==> src/rtl/count_ones_pkg.sv <==
// -----------------------------------------------------------------------------
// count_ones_pkg
//
// Shared definitions for the count_ones_stream popcount pipeline.
//   cw(bits)              : width needed to hold a count of 0..bits.
//   n_leaves(bits, chunk) : number of leaf counters, ceil(bits/chunk).
//   s1_t                  : stage-1 register contents (leaf counts, last, valid).
//
// s1_t is sized for the widest legal configuration (256 one-bit leaves, each
// holding a count up to 256). A given instance only ever writes the first
// n_leaves entries; the rest are reset to zero and reloaded with zero, so they
// are constants and disappear in synthesis.
// -----------------------------------------------------------------------------
package count_ones_pkg;

    localparam int MAX_BITS   = 256;
    localparam int MAX_LEAVES = MAX_BITS;
    localparam int LEAF_W     = $clog2(MAX_BITS + 1);

    function automatic int cw(input int bits);
        return $clog2(bits + 1);
    endfunction

    function automatic int n_leaves(input int bits, input int chunk);
        return (bits + chunk - 1) / chunk;
    endfunction

    typedef struct packed {
        logic [MAX_LEAVES-1:0][LEAF_W-1:0] leaf;
        logic                              last;
        logic                              valid;
    } s1_t;

endpackage

==> src/rtl/popcount_leaf.sv <==
// -----------------------------------------------------------------------------
// popcount_leaf
//
// Purely combinational population count of one CHUNK-bit slice.
//
// Parameters:
//   CHUNK : slice width in bits (>= 1).
// Ports:
//   data  in  CHUNK        slice to count
//   count out cw(CHUNK)    number of set bits in data
// -----------------------------------------------------------------------------
module popcount_leaf
    import count_ones_pkg::*;
#(
    parameter int CHUNK = 4
) (
    input  logic [CHUNK-1:0]     data,
    output logic [cw(CHUNK)-1:0] count
);

    localparam int LW = cw(CHUNK);

    always_comb begin
        count = '0;
        for (int i = 0; i < CHUNK; i++) begin
            count = count + LW'(data[i]);
        end
    end

endmodule

==> src/rtl/count_ones_stream.sv <==
// -----------------------------------------------------------------------------
// count_ones_stream
//
// Two-stage pipelined popcount on a valid/ready stream with a saturating
// per-frame running total.
//
//   Stage 1 : leaf popcounts of CHUNK-bit slices of in_data (last slice
//             zero-padded), registered together with in_last and in_valid.
//   Stage 2 : leaf counts summed into out_count; frame total updated with
//             saturation at 2^ACC_W-1 and a sticky saturation flag.
//
// The whole pipe advances on en = !out_valid || out_ready, and in_ready = en,
// so a stalled output freezes every stage and all outputs hold stable.
// A word driven in one cycle is transferred at the next edge and its result
// appears on out_* after the edge after that.
//
// Parameters:
//   BITS  : input word width (1..256)
//   CHUNK : bits per leaf counter (1..BITS)
//   ACC_W : width of the frame running total
//
// Ports:
//   clk              in   rising-edge clock
//   rst              in   asynchronous reset, active low
//   in_valid         in   input word valid
//   in_ready         out  block can accept a word
//   in_data          in   BITS-bit word to count
//   in_last          in   word is the final beat of its frame
//   out_valid        out  result valid
//   out_ready        in   downstream accepts the result
//   out_count        out  ones in the word (cw(BITS) bits)
//   out_total        out  running frame total including this word (ACC_W bits)
//   out_last         out  in_last of this word
//   out_sat          out  out_total has saturated somewhere in this frame
//
// Optional build macro COUNT_ONES_STREAM_PARITY_EN adds:
//   out_parity       out  XOR of the word (equals out_count[0])
//   out_frame_parity out  XOR of every word of the frame so far
// -----------------------------------------------------------------------------
module count_ones_stream
    import count_ones_pkg::*;
#(
    parameter int BITS  = 16,
    parameter int CHUNK = 4,
    parameter int ACC_W = 16
) (
    input  logic                clk,
    input  logic                rst,
    input  logic                in_valid,
    output logic                in_ready,
    input  logic [BITS-1:0]     in_data,
    input  logic                in_last,
    output logic                out_valid,
    input  logic                out_ready,
    output logic [cw(BITS)-1:0] out_count,
    output logic [ACC_W-1:0]    out_total,
    output logic                out_last,
    output logic                out_sat
`ifdef COUNT_ONES_STREAM_PARITY_EN
    ,
    output logic                out_parity,
    output logic                out_frame_parity
`endif
);

    localparam int CW    = cw(BITS);
    localparam int NL    = n_leaves(BITS, CHUNK);
    localparam int LW    = cw(CHUNK);
    // Wide enough that base + count never wraps, whichever operand is wider.
    localparam int SUM_W = ((ACC_W > CW) ? ACC_W : CW) + 1;

    // Saturating frame add: returns {saturated, clipped_total}.
    function automatic logic [ACC_W:0] frame_add(input logic [ACC_W-1:0] base,
                                                 input logic [CW-1:0]    cnt);
        logic [SUM_W-1:0] sum;
        logic [SUM_W-1:0] lim;
        sum = SUM_W'(base) + SUM_W'(cnt);
        lim = SUM_W'({ACC_W{1'b1}});
        if (sum > lim) begin
            return {1'b1, {ACC_W{1'b1}}};
        end
        return {1'b0, sum[ACC_W-1:0]};
    endfunction

    logic en;

    assign en       = !out_valid || out_ready;
    assign in_ready = en;

    // ---------------- stage 0 : leaf popcounts of the incoming word ----------
    logic [NL*CHUNK-1:0]   padded_p0;
    logic [NL-1:0][LW-1:0] leaf_cnt_p0;
    s1_t                   s1_d_p0;

    always_comb begin
        padded_p0            = '0;
        padded_p0[BITS-1:0]  = in_data;
    end

    for (genvar g = 0; g < NL; g++) begin : g_leaf
        popcount_leaf #(
            .CHUNK (CHUNK)
        ) u_leaf (
            .data  (padded_p0[g*CHUNK +: CHUNK]),
            .count (leaf_cnt_p0[g])
        );
    end

    always_comb begin
        s1_d_p0 = '0;
        for (int i = 0; i < NL; i++) begin
            s1_d_p0.leaf[i] = LEAF_W'(leaf_cnt_p0[i]);
        end
        // in_last is meaningless without in_valid; keep it clean in the pipe.
        s1_d_p0.last  = in_valid & in_last;
        s1_d_p0.valid = in_valid;
    end

    // ---------------- stage 1 register ---------------------------------------
    s1_t s1_p1;

    always_ff @(posedge clk or negedge rst) begin
        if (!rst) begin
            s1_p1 <= '0;
        end else if (en) begin
            s1_p1 <= s1_d_p0;
        end
    end

    // ---------------- stage 1 -> 2 : sum leaves, update frame total ----------
    logic [CW-1:0]    word_cnt_p1;
    logic             frame_first;   // next valid word opens a new frame
    logic [ACC_W-1:0] base_p1;
    logic [ACC_W:0]   add_p1;
    logic             sat_next_p1;

    // Unused leaf entries are held at zero, so summing all of them is exact.
    always_comb begin
        word_cnt_p1 = '0;
        for (int i = 0; i < MAX_LEAVES; i++) begin
            word_cnt_p1 = word_cnt_p1 + CW'(s1_p1.leaf[i]);
        end
    end

    // out_total doubles as the accumulator: it always holds the total of the
    // most recent valid word, which is exactly the base for the next one.
    assign base_p1     = frame_first ? '0 : out_total;
    assign add_p1      = frame_add(base_p1, word_cnt_p1);
    assign sat_next_p1 = add_p1[ACC_W] | (!frame_first & out_sat);

    // ---------------- stage 2 register (outputs) -----------------------------
    always_ff @(posedge clk or negedge rst) begin
        if (!rst) begin
            out_valid   <= 1'b0;
            out_count   <= '0;
            out_total   <= '0;
            out_last    <= 1'b0;
            out_sat     <= 1'b0;
            frame_first <= 1'b1;
        end else if (en) begin
            out_valid <= s1_p1.valid;
            if (s1_p1.valid) begin
                out_count   <= word_cnt_p1;
                out_total   <= add_p1[ACC_W-1:0];
                out_last    <= s1_p1.last;
                out_sat     <= sat_next_p1;
                frame_first <= s1_p1.last;
            end
        end
    end

`ifdef COUNT_ONES_STREAM_PARITY_EN
    logic frame_par_next_p1;

    assign frame_par_next_p1 = (frame_first ? 1'b0 : out_frame_parity) ^ word_cnt_p1[0];

    always_ff @(posedge clk or negedge rst) begin
        if (!rst) begin
            out_parity       <= 1'b0;
            out_frame_parity <= 1'b0;
        end else if (en && s1_p1.valid) begin
            out_parity       <= word_cnt_p1[0];
            out_frame_parity <= frame_par_next_p1;
        end
    end
`endif

endmodule

==> config.mk <==
export PLATFORM = sky130hd
export DESIGN_NAME = count_ones_stream
export DESIGN_NICKNAME = d
export VERILOG_FILES = /design/src/rtl/count_ones_pkg.sv /design/src/rtl/popcount_leaf.sv /design/src/rtl/count_ones_stream.sv
export SDC_FILE = /design/constraint.sdc
export NUM_CORES = 1
export LEC_CHECK = 0
export BUFFER_PORTS_ARGS = -buffer_cell sky130_fd_sc_hd__buf_4
export CAP_MARGIN = 5
export CELL_PAD_IN_SITES_DETAIL_PLACEMENT = 1
export CELL_PAD_IN_SITES_GLOBAL_PLACEMENT = 1
export CORE_UTILIZATION = 42
export CTS_CLUSTER_SIZE = 14
export DETAILED_ROUTE_END_ITERATION = 16
export GPL_TIMING_DRIVEN = 0
export PLACE_DENSITY = 0.9
export SLEW_MARGIN = 10
export SYNTH_ARGS = -nofsm -noshare
export SYNTH_HDL_FRONTEND = slang
export SYNTH_SLANG_ARGS = --single-unit
==> constraint.sdc <==
create_clock -name clk -period 4.5 [get_ports clk]
set_clock_uncertainty 0.2 [all_clocks]
set_input_delay 0.45 -clock clk [delete_from_list [all_inputs] [get_ports clk]]
set_output_delay 0.45 -clock clk [all_outputs]
set_load 0.01 [all_outputs]
Word level (Yosys, flattened, before mapping)

Index checks and enable logic that the tools add are counted.

Register bits after elaboration: 39
Output and inout bits: 25
Word-level logic and storage cells: 40

Add/sub/neg operators: 16
$lt $le $gt $ge: 1
Multiplexer cells: 4
Bitwise gates (word level): 3
Reduce and logical (&&, ||, !) cells: 4

Operators by type and width:

| cell                                                            | count |
|---|---|
| 2-to-1 mux 17 bit                                               | 2 |
| adder 3 x 1 -> 3 bit                                            | 8 |
| adder 16 x 5 -> 17 bit                                          | 1 |
| greater-than comparator 17 x 16 -> 1 bit, second input constant | 1 |
| 2-to-1 mux 16 bit                                               | 1 |
| adder 1 x 1 -> 2 bit                                            | 4 |
| adder 4 x 3 -> 5 bit                                            | 1 |
| adder 5 x 3 -> 5 bit                                            | 1 |
| adder 3 x 3 -> 4 bit                                            | 1 |
| AND 1 bit                                                       | 2 |
| zero test 1 bit                                                 | 2 |
| AND reduction 2 bit                                             | 1 |
| logical OR 1 bit                                                | 1 |
| 2-to-1 mux 1 bit                                                | 1 |
| bitwise OR 1 bit                                                | 1 |

Depth between registers and ports, before layout

Gate-level depths: netlist of run 1.

Depth after elaboration: 8
Gate-level depth with buffers: 14

Hierarchy

Synthesis of run 1 repeated with hierarchy kept, for this count alone.

Cells, all modules: 265
Area, all modules: 2,502.4 um^2

Modules (own cells, without submodules):

| module            | times used | cells an instance | area each (um^2) | sequential area each (um^2) |
|---|---|---|---|---|
| count_ones_stream | 1          | 233               | 2,247.2          | 977.2 |
| popcount_leaf     | 4          | 8                 | 63.8             | 0.0 |

Worst setup path before layout of run 1

Ideal clock, no wire load.

Kind: register to register
Start: register s1_p1[3] in the netlist's numbering
End: register out_total[15]
Library setup time: 0.124 ns
Arrival: 3.470 ns
Data required time: 4.176 ns
Slack: 0.706 ns
Stages on the path, launching flop included: 15
Path buffers: 0
Period minus slack after synthesis: 3.794 ns
Cells stage by stage: dfrtp_1 inv_1 fa_1 inv_1 fa_1 ha_1 inv_1 fa_1 xnor2_1 ha_1 a21o_1 a21oi_1 nand2_1 and4_1 a211o_1

Longest elaborated chain between the ends: 7

Ends and longest elaborated chain:

| item                                     | line                     | RTL |
|---|---|---|
| from (decl)                              | count_ones_stream.sv:120 | `s1_t s1_p1;` |
| from (signal assigned)                   | count_ones_stream.sv:126 | `s1_p1 <= s1_d_p0;` |
| adder 3 x 3 -> 4 bit *                   | count_ones_stream.sv:141 | `word_cnt_p1 = word_cnt_p1 + CW'(s1_p1.leaf[i]);` |
| adder 4 x 3 -> 5 bit *                   | count_ones_stream.sv:141 |  |
| adder 5 x 3 -> 5 bit *                   | count_ones_stream.sv:141 |  |
| named net word_cnt_p1[3]                 | count_ones_stream.sv:131 | `logic [CW-1:0] word_cnt_p1;` |
| adder 16 x 5 -> 17 bit *                 | count_ones_stream.sv:77  | `sum = SUM_W'(base) + SUM_W'(cnt);` |
| greater-than comparator 17 x 16 -> 1 bit | count_ones_stream.sv:79  | `if (sum > lim) begin` |
| 2-to-1 mux 1 bit                         | count_ones_stream.sv:79  |  |
| 2-to-1 mux 17 bit *                      | count_ones_stream.sv:82  | `return {1'b0, sum[ACC_W-1:0]};` |
| to (signal assigned)                     | count_ones_stream.sv:164 | `out_total <= add_p1[ACC_W-1:0];` |
| to (decl)                                | count_ones_stream.sv:56  | `output logic [ACC_W-1:0] out_total,` |

The timed path passes the listed nets; every way through them passes the cells marked *.
A chain may end at the register's enable or synchronous reset.

Worst setup path after layout of run 1

Ends and elaborated chain as after synthesis.

==> run_results.csv, run 1 <==
group,metric,value,unit
cells_and_area,multiInputGateArea,0.001297,sq mm
cells_and_area,layout.core_utilization,55.78,%
placement,placement.cell_area,0.002779,sq mm
synth,asyncSetResetFlopFracSynth,100.0,%
cells_and_area,drive_gt1_share,21.84,%
global_route,number_of_antenna_violations_at_the_first_check_in_global_routing,0,
sta,report.final.hold_viol_count,0,
cts,cts_tree,"built",
cts,clock_sink_count,39,
cells_and_area,stdcell_area,0.002922,sq mm
min_path,timing.hold.worst.class,"input pin to flop",
floorplanning,num_io_pins,46,
setup_path,r2r_slack,0.29,ns
synth,synth_fp_nets,288,
sta,unrepaired_setup_endpoints_after_global_routing,"false",
cells_and_area,layout_overhead_on_the_synthesized_area,24.14,%
setup_path,required,4.48,ns
cts,cts_buffer_depth,2,
setup_path,worstSetupStartpointType,"flop",
sta,max_clock_freq,237.3,MHz
sta,period_minus_slack,4.215,ns
floorplanning,dieHeight,76.86,microns
sta,setup_slack,0.2854,ns
detailed_routing,drt.antenna.violating_nets,0,
sta,worst_hold_slack,0.1608,ns
cts,cts_buffers,5,
setup_path,start_to_end_type_of_the_worst_setup_path,"flop to flop",
global_route,grt_pass1_wl,10870,microns
power_and_ir_drop,fin_total_pwr,1.963,mW
placement,dp.final_hpwl,4627,microns
detailed_routing,drt-vias-per-instance,5.510,
cells_and_area,antenna-diode-count,0,
global_route,first_global_vias,2205,
sta,post-route-period-util,93.66,%
cts,cts.htree.levels,2,
sta,tightest_slew,0.5417,ns
floorplanning,row_count,26,
cells_and_area,instances_no_fill,363,
sta,setup_tns,0,ns
detailed_routing,drc,0,
floorplanning,floorplan.die.width,76.86,microns
placement,placed_cells_incl_taps,354,
synth,post_synth_instance_area,0.002354,sq mm
sta,report.final.slew_viol_count,0,
detailed_routing,detailedRoute.firstPassIterationCount,4,
power_and_ir_drop,ir_drop,0.0002439,V
detailed_routing,post_drt_wl_per_cell,17.13,microns
cells_and_area,seqCellArea,977.2,sq um
setup_path,crit_path_end_kind,"flop",
setup_path,crit_path_top_delay_cell,"sky130_fd_sc_hd__fa_1",
cells_and_area,layout.nets,341,
cts,worst_setup_hold_path_clk_slew,0.09,ns
setup_path,critPathArrivalTime,4.20,ns
outcome,outcome,"completed",
cts,worst_skew_pair.late_latency,0.30,ns
global_route,grt_max_degree,40,
synth,synth_enable_flop_cells,0,
run,max_cap_violations,0,
power_and_ir_drop,p_per_area,671.7,mW/mm^2
synth,yosysSeqAreaShare,41.52,%
setup_path,cp_cell_instances,"inv_1 -> fa_1 -> inv_1 -> fa_1 -> ha_1 -> inv_1 -> fa_1 -> xnor2_1 -> ha_1 -> a21o_1 -> a21oi_1 -> nand2_1 -> and4_1 -> a211o_1",
synth,netlist-cell-type-count,41,
synth,yosys_warnings,0,
detailed_routing,vias,2000,
cells_and_area,final.fill_count,607,
global_route,grt_util_all_layers,23.93,%
placement,port-buffer-count,45,
global_route,global_route.overflow_total,0,
power_and_ir_drop,static-leakage-power,1.492,nW
floorplanning,initial_core_util,44.94,%
placement,gp_congestion,0.8671,
synth,synthFlopType,"sky130_fd_sc_hd__dfrtp_1",
sta,finalSetupViolations,0,
detailed_routing,drtIter0Drc,109,
synth,post_synth_inst_count,239,
floorplanning,coreArea,0.005238,sq mm
cts,clockRootBuffer,"sky130_fd_sc_hd__clkbuf_8",
sta,relSlewSlack,63.88,%
synth,yosys_register_bits,39,
floorplanning,die_area,0.005907,sq mm
setup_path,critical_path.max_stage_delay,0.56,ns
detailed_routing,detail_route.wirelength,6220,microns
placement,dp_slack,0.3404,ns
synth,syn_avg_cell_area,9.847,sq um
setup_path,crit_path_max_fanout,10,
-- power breakdown --
group / leakage [nW] / switching (mW) / total, mW / internal (mW)
logic: 0.947 / 0.607 / 1.09 / 0.480
clock network: 0.0654 / 0.129 / 0.351 / 0.222
registers: 0.480 / 0.0819 / 0.525 / 0.443
total: 1.49 / 0.818 / 1.96 / 1.14
-- repair_timing --
item | CTS | global route
hold buffers | 1 | 0
buffers inserted | 0 | 0
hold endpoints to repair | 38 | 0
resized for setup | 0 | 0
-- metal layers --
layer	routed length (microns)	vias up	global-route usage, %
met4	76	0	8.269
met2	3339	38	43.04
li1	-	928	-
met5	0	-	0
met1	2617	1028	28.28
met3	186	6	4.524
-- final timing paths --
| path | end | from | depth (start not counted) |
|---|---|---|---|
| worst max register to register | out_total[15]$_DFFE_PN0P_ | s1_p1[3]$_DFFE_PN0N_ | 14 |
| worst max-delay path | out_total[15]$_DFFE_PN0P_ | s1_p1[3]$_DFFE_PN0N_ | 14 |
| min in group asynchronous | out_total[15]$_DFFE_PN0P_ | rst | 2 |
| max in group asynchronous | frame_first$_DFFE_PN1P_ | rst | 2 |
| worst min-delay path | s1_p1[0]$_DFFE_PN0N_ | in_valid | 3 |
| worst min register to register | out_count[1]$_DFFE_PN0P_ | out_count[1]$_DFFE_PN0P_ | 2 |
-- cells by family (layout without fill, tap and decap cells) --
family,count (synthesis),in the layout,share of synthesized area [%]
AOI/OAI and AO/OA,43,43,13.13
xor gates and xnor gates,4,4,1.489
adders and majority gates,28,28,18.39
buffers and inverters,20,74,3.349
DFF,39,39,41.52
muxes,4,4,1.754
and+or+nand+nor,101,101,20.36
-- registers in the layout (all words and copies together), names as in the netlist --
register / flops
out_total: 16
s1_p1: 14
out_count: 5
frame_first: 1
out_last: 1
out_sat: 1
out_valid: 1
-- worst max-delay path, delay by kind of cell (launching register included) --
family | cells | cell delay [ns]
buffers and inverters | 3 | 0.20
AND/OR/NAND/NOR | 2 | 0.56
flip-flops | 1 | 0.34
AO/OA/AOI/OAI | 3 | 0.61
XOR/XNOR | 1 | 0.24
adder cells (fa/ha/maj) | 5 | 1.95
-- final cells by class --
class,count,area share [%]
multi-input combinational,180,44.41
sequential,39,33.45
timing repair buffer,46,11.91
tap,70,2.998
clock buffer,6,2.484
clock inverter,2,2.056
inverter,11,1.413
buffer,9,1.285
-- layout by cell type (no fill, tap or decap), drive strengths merged, types with 2 or more instances in the layout --
cell type	count
and4	2
a21o	4
inv	11
nand2b	2
o211ai	4
a21oi	8
fa	11
bufinv	2
nand3	3
buf	49
ha	17
a41oi	3
o22a	8
dfrtp	38
xor2	2
a41o	2
xnor2	2
nor2b	8
a31oi	5
nor3	3
mux2i	3
o21ai	5
nor2	7
clkbuf	11
nand2	69
-- Yosys cell counts (4+ instances only) --
| cell | n | area, sq um |
|---|---|---|
| sky130_fd_sc_hd__a21oi_1 | 8 | 40.04 |
| sky130_fd_sc_hd__dfrtp_1 | 38 | 950.9 |
| sky130_fd_sc_hd__o22a_1 | 8 | 70.07 |
| sky130_fd_sc_hd__nor2_1 | 7 | 26.28 |
| sky130_fd_sc_hd__nor2b_1 | 8 | 50.05 |
| sky130_fd_sc_hd__nand2_1 | 67 | 251.5 |
| sky130_fd_sc_hd__ha_1 | 17 | 212.7 |
| sky130_fd_sc_hd__fa_1 | 11 | 220.2 |
| sky130_fd_sc_hd__a31oi_1 | 5 | 31.28 |
| sky130_fd_sc_hd__o21ai_0 | 5 | 25.02 |
| sky130_fd_sc_hd__inv_1 | 11 | 41.29 |
| sky130_fd_sc_hd__clkbuf_1 | 5 | 18.77 |
| sky130_fd_sc_hd__a21o_1 | 4 | 30.03 |
| sky130_fd_sc_hd__o211ai_1 | 4 | 30.03 |
Note: power is estimated with default switching activity, not from simulation.
==> run 2: changes to the inputs <==
--- a/config.mk
+++ b/config.mk
@@ -13,7 +13,7 @@
 export CTS_CLUSTER_SIZE = 14
 export DETAILED_ROUTE_END_ITERATION = 16
 export GPL_TIMING_DRIVEN = 0
-export PLACE_DENSITY = 0.9
+export PLACE_DENSITY_LB_ADDON = 0.15
 export SLEW_MARGIN = 10
 export SYNTH_ARGS = -nofsm -noshare
 export SYNTH_HDL_FRONTEND = slang
==> run 2 against run 1 <==
  * Non-clock buffer count did not move
  * Flip-flop and latch count stayed put
  * Clock power is 34% lower
  * Cell area fell by 1.7%
  * First-iteration DRC count up 24%
  * Sequential share of layout area up 0.58 points
  * Utilization shrank 0.96 points
  * Via count fell by 1.8%
  * Power decreased by 7.8%
  * Worst setup slack gained 0.069 ns
  * Cell count unchanged
  * Wire length shrank 5.3%
  * Critical path type unchanged
==> run_results.csv, run 2 (synthesis gave the netlist of run 1 again) <==
group,metric,value,unit
outcome,outcome,"completed",
sta,finalSetupViolations,0,
cts,clock_sink_count,39,
cells_and_area,mostFrequentLayoutCells,"sky130_fd_sc_hd__nand2_1, sky130_fd_sc_hd__buf_4, sky130_fd_sc_hd__dfrtp_1, sky130_fd_sc_hd__ha_1",
cts,cts.htree.levels,2,
detailed_routing,drc,0,
floorplanning,num_io_pins,46,
sta,tightest_slew,0.6126,ns
cts,cts_tree,"built",
min_path,min_path_cells,3,
sta,unrepaired_setup_endpoints_after_global_routing,"false",
cts,cts_buffer_depth,2,
cts,worst_skew_pair.late_latency,0.29,ns
setup_path,critPathArrivalTime,4.18,ns
sta,report.final.hold_viol_count,0,
global_route,number_of_antenna_violations_at_the_first_check_in_global_routing,0,
setup_path,required,4.53,ns
setup_path,ff2ff_path_depth,14,
cells_and_area,drive_gt1_share,21.50,%
cells_and_area,stdcell_area,0.002872,sq mm
setup_path,worstSetupStartpointType,"flop",
sta,worst_hold_slack,0.1858,ns
cells_and_area,layout_overhead_on_the_synthesized_area,22.01,%
placement,port-buffer-count,45,
cells_and_area,antenna-diode-count,0,
floorplanning,initial_core_util,44.94,%
setup_path,cp_cell_instances,"inv_1 -> fa_1 -> inv_1 -> fa_1 -> ha_1 -> inv_1 -> fa_1 -> xnor2_1 -> ha_1 -> o21ai_0 -> o21bai_2 -> nand2_1 -> nor4_1 -> o22a_1",
global_route,first_global_vias,2060,
setup_path,r2r_slack,0.35,ns
setup_path,crit_path_end_kind,"flop",
detailed_routing,post_drt_wl_per_cell,16.23,microns
placement,placement.cell_area,0.002779,sq mm
detailed_routing,drtIter0Drc,135,
sta,relSlewSlack,59.16,%
detailed_routing,detailedRoute.firstPassIterationCount,4,
cells_and_area,seqCellArea,977.2,sq um
min_path,timing.hold.worst.class,"input pin to flop",
sta,report.final.slew_viol_count,0,
cells_and_area,instances_no_fill,363,
setup_path,cp.depth,14,
detailed_routing,drt-vias-per-instance,5.410,
sta,post-route-period-util,92.12,%
global_route,grt_util_all_layers,22.89,%
setup_path,critical_path.n_buffers_inverters,3,
detailed_routing,vias,1964,
floorplanning,die_area,0.005907,sq mm
setup_path,start_to_end_type_of_the_worst_setup_path,"flop to flop",
setup_path,critical_path.max_stage_delay,0.55,ns
power_and_ir_drop,p_per_area,630.3,mW/mm^2
cells_and_area,commonest_non_fill_non_tap_cell_in_the_layout,"sky130_fd_sc_hd__nand2_1",
setup_path,crit_path_top_delay_cell,"sky130_fd_sc_hd__fa_1",
cts,worst_setup_hold_path_clk_slew,0.07,ns
cells_and_area,multiInputGateArea,0.001300,sq mm
floorplanning,coreArea,0.005238,sq mm
power_and_ir_drop,ir_drop,0.0002929,V
placement,dp.final_hpwl,4457,microns
global_route,global_route.overflow_total,0,
floorplanning,floorplan.die.width,76.86,microns
run,max_cap_violations,0,
setup_path,critPathTopFamily,"adder cells",
global_route,grt_max_degree,40,
cells_and_area,layout.nets,341,
cts,cts_buffers,5,
detailed_routing,detail_route.wirelength,5893,microns
sta,period_minus_slack,4.145,ns
detailed_routing,drt.antenna.violating_nets,0,
placement,placed_cells_incl_taps,354,
global_route,grt_pass1_wl,10410,microns
cells_and_area,largest-register,"out_total",
cts,clockRootBuffer,"sky130_fd_sc_hd__clkbuf_8",
placement,gp_congestion,0.8459,
cells_and_area,final.fill_count,617,
setup_path,crit_path_max_fanout,8,
floorplanning,dieHeight,76.86,microns
sta,max_clock_freq,241.2,MHz
cells_and_area,top_regs,"out_total (16), s1_p1 (14), out_count (5)",
cells_and_area,largest_reg_flops,16,
sta,setup_tns,0,ns
power_and_ir_drop,static-leakage-power,1.466,nW
floorplanning,row_count,26,
[run 2: cell count changes in the layout (fill, tap and decap cells not counted)]
cell                        delta
sky130_fd_sc_hd__bufinv_16     -2
sky130_fd_sc_hd__clkbuf_1      +2
sky130_fd_sc_hd__nand2_1       -1
sky130_fd_sc_hd__nand2_2       +1
[run 2: power breakdown]
part | internal (mW) | leakage, nW | total (mW) | switching, mW
registers | 0.443 | 0.480 | 0.523 | 0.0800
logic | 0.473 | 0.947 | 1.06 | 0.583
clock network | 0.110 | 0.0395 | 0.231 | 0.121
[run 2: timing repair]
item,4_1_cts,5_1_grt
resized for setup,0,1
endpoints found under the hold margin,38,0
buffers inserted,0,0
setup endpoints to repair,0,1
hold buffers,1,0
[run 2: stage by stage]
step	total power, mW	setup slack [ns]	util (%)
after floorplan	1.250	0.7057	-
after global placement	1.530	0.3177	53.06
after detailed placement	1.586	0.2579	53.06
after CTS	1.828	0.2341	54.78
after global routing	1.986	0.06792	54.83
final	1.810	0.3546	54.83
[run 2: path summary, 6_finish.rpt]
check                                               from                         to
worst max register to register      s1_p1[3]$_DFFE_PN0N_  out_total[14]$_DFFE_PN0P_
worst min-delay path                            in_valid       s1_p1[0]$_DFFE_PN0N_
min in group asynchronous                            rst      s1_p1[30]$_DFFE_PN0N_
worst max-delay path                s1_p1[3]$_DFFE_PN0N_  out_total[14]$_DFFE_PN0P_
worst min register to register  out_count[1]$_DFFE_PN0P_   out_count[1]$_DFFE_PN0P_
max in group asynchronous                            rst    frame_first$_DFFE_PN1P_
[run 2: cell type report]
class	count	share of cell area, %
clock buffer	8	2.789
sequential	39	34.03
buffer	9	1.307
timing repair buffer	46	12.11
inverter	11	1.438
tap	70	3.050
multi-input combinational	180	45.27
[run 2: metal layers]
metal | part of all wire, % | track usage (%) | vias to the layer above
met3 | 3.6 | 4.167 | 6
met4 | 1.2 | 7.115 | 0
met1 | 46 | 30.85 | 1001
li1 | - | - | 922
met5 | 0 | 0 | -
met2 | 49 | 37.23 | 35
[run 2: worst register-to-register path, delay by kind of cell, from the launching register on]
kind	cells	cell delay [ns]
simple gates	2	0.51
fa+ha+maj	5	2.02
compound gates	3	0.68
xor+xnor	1	0.18
buf+inv	3	0.18
flops	1	0.32
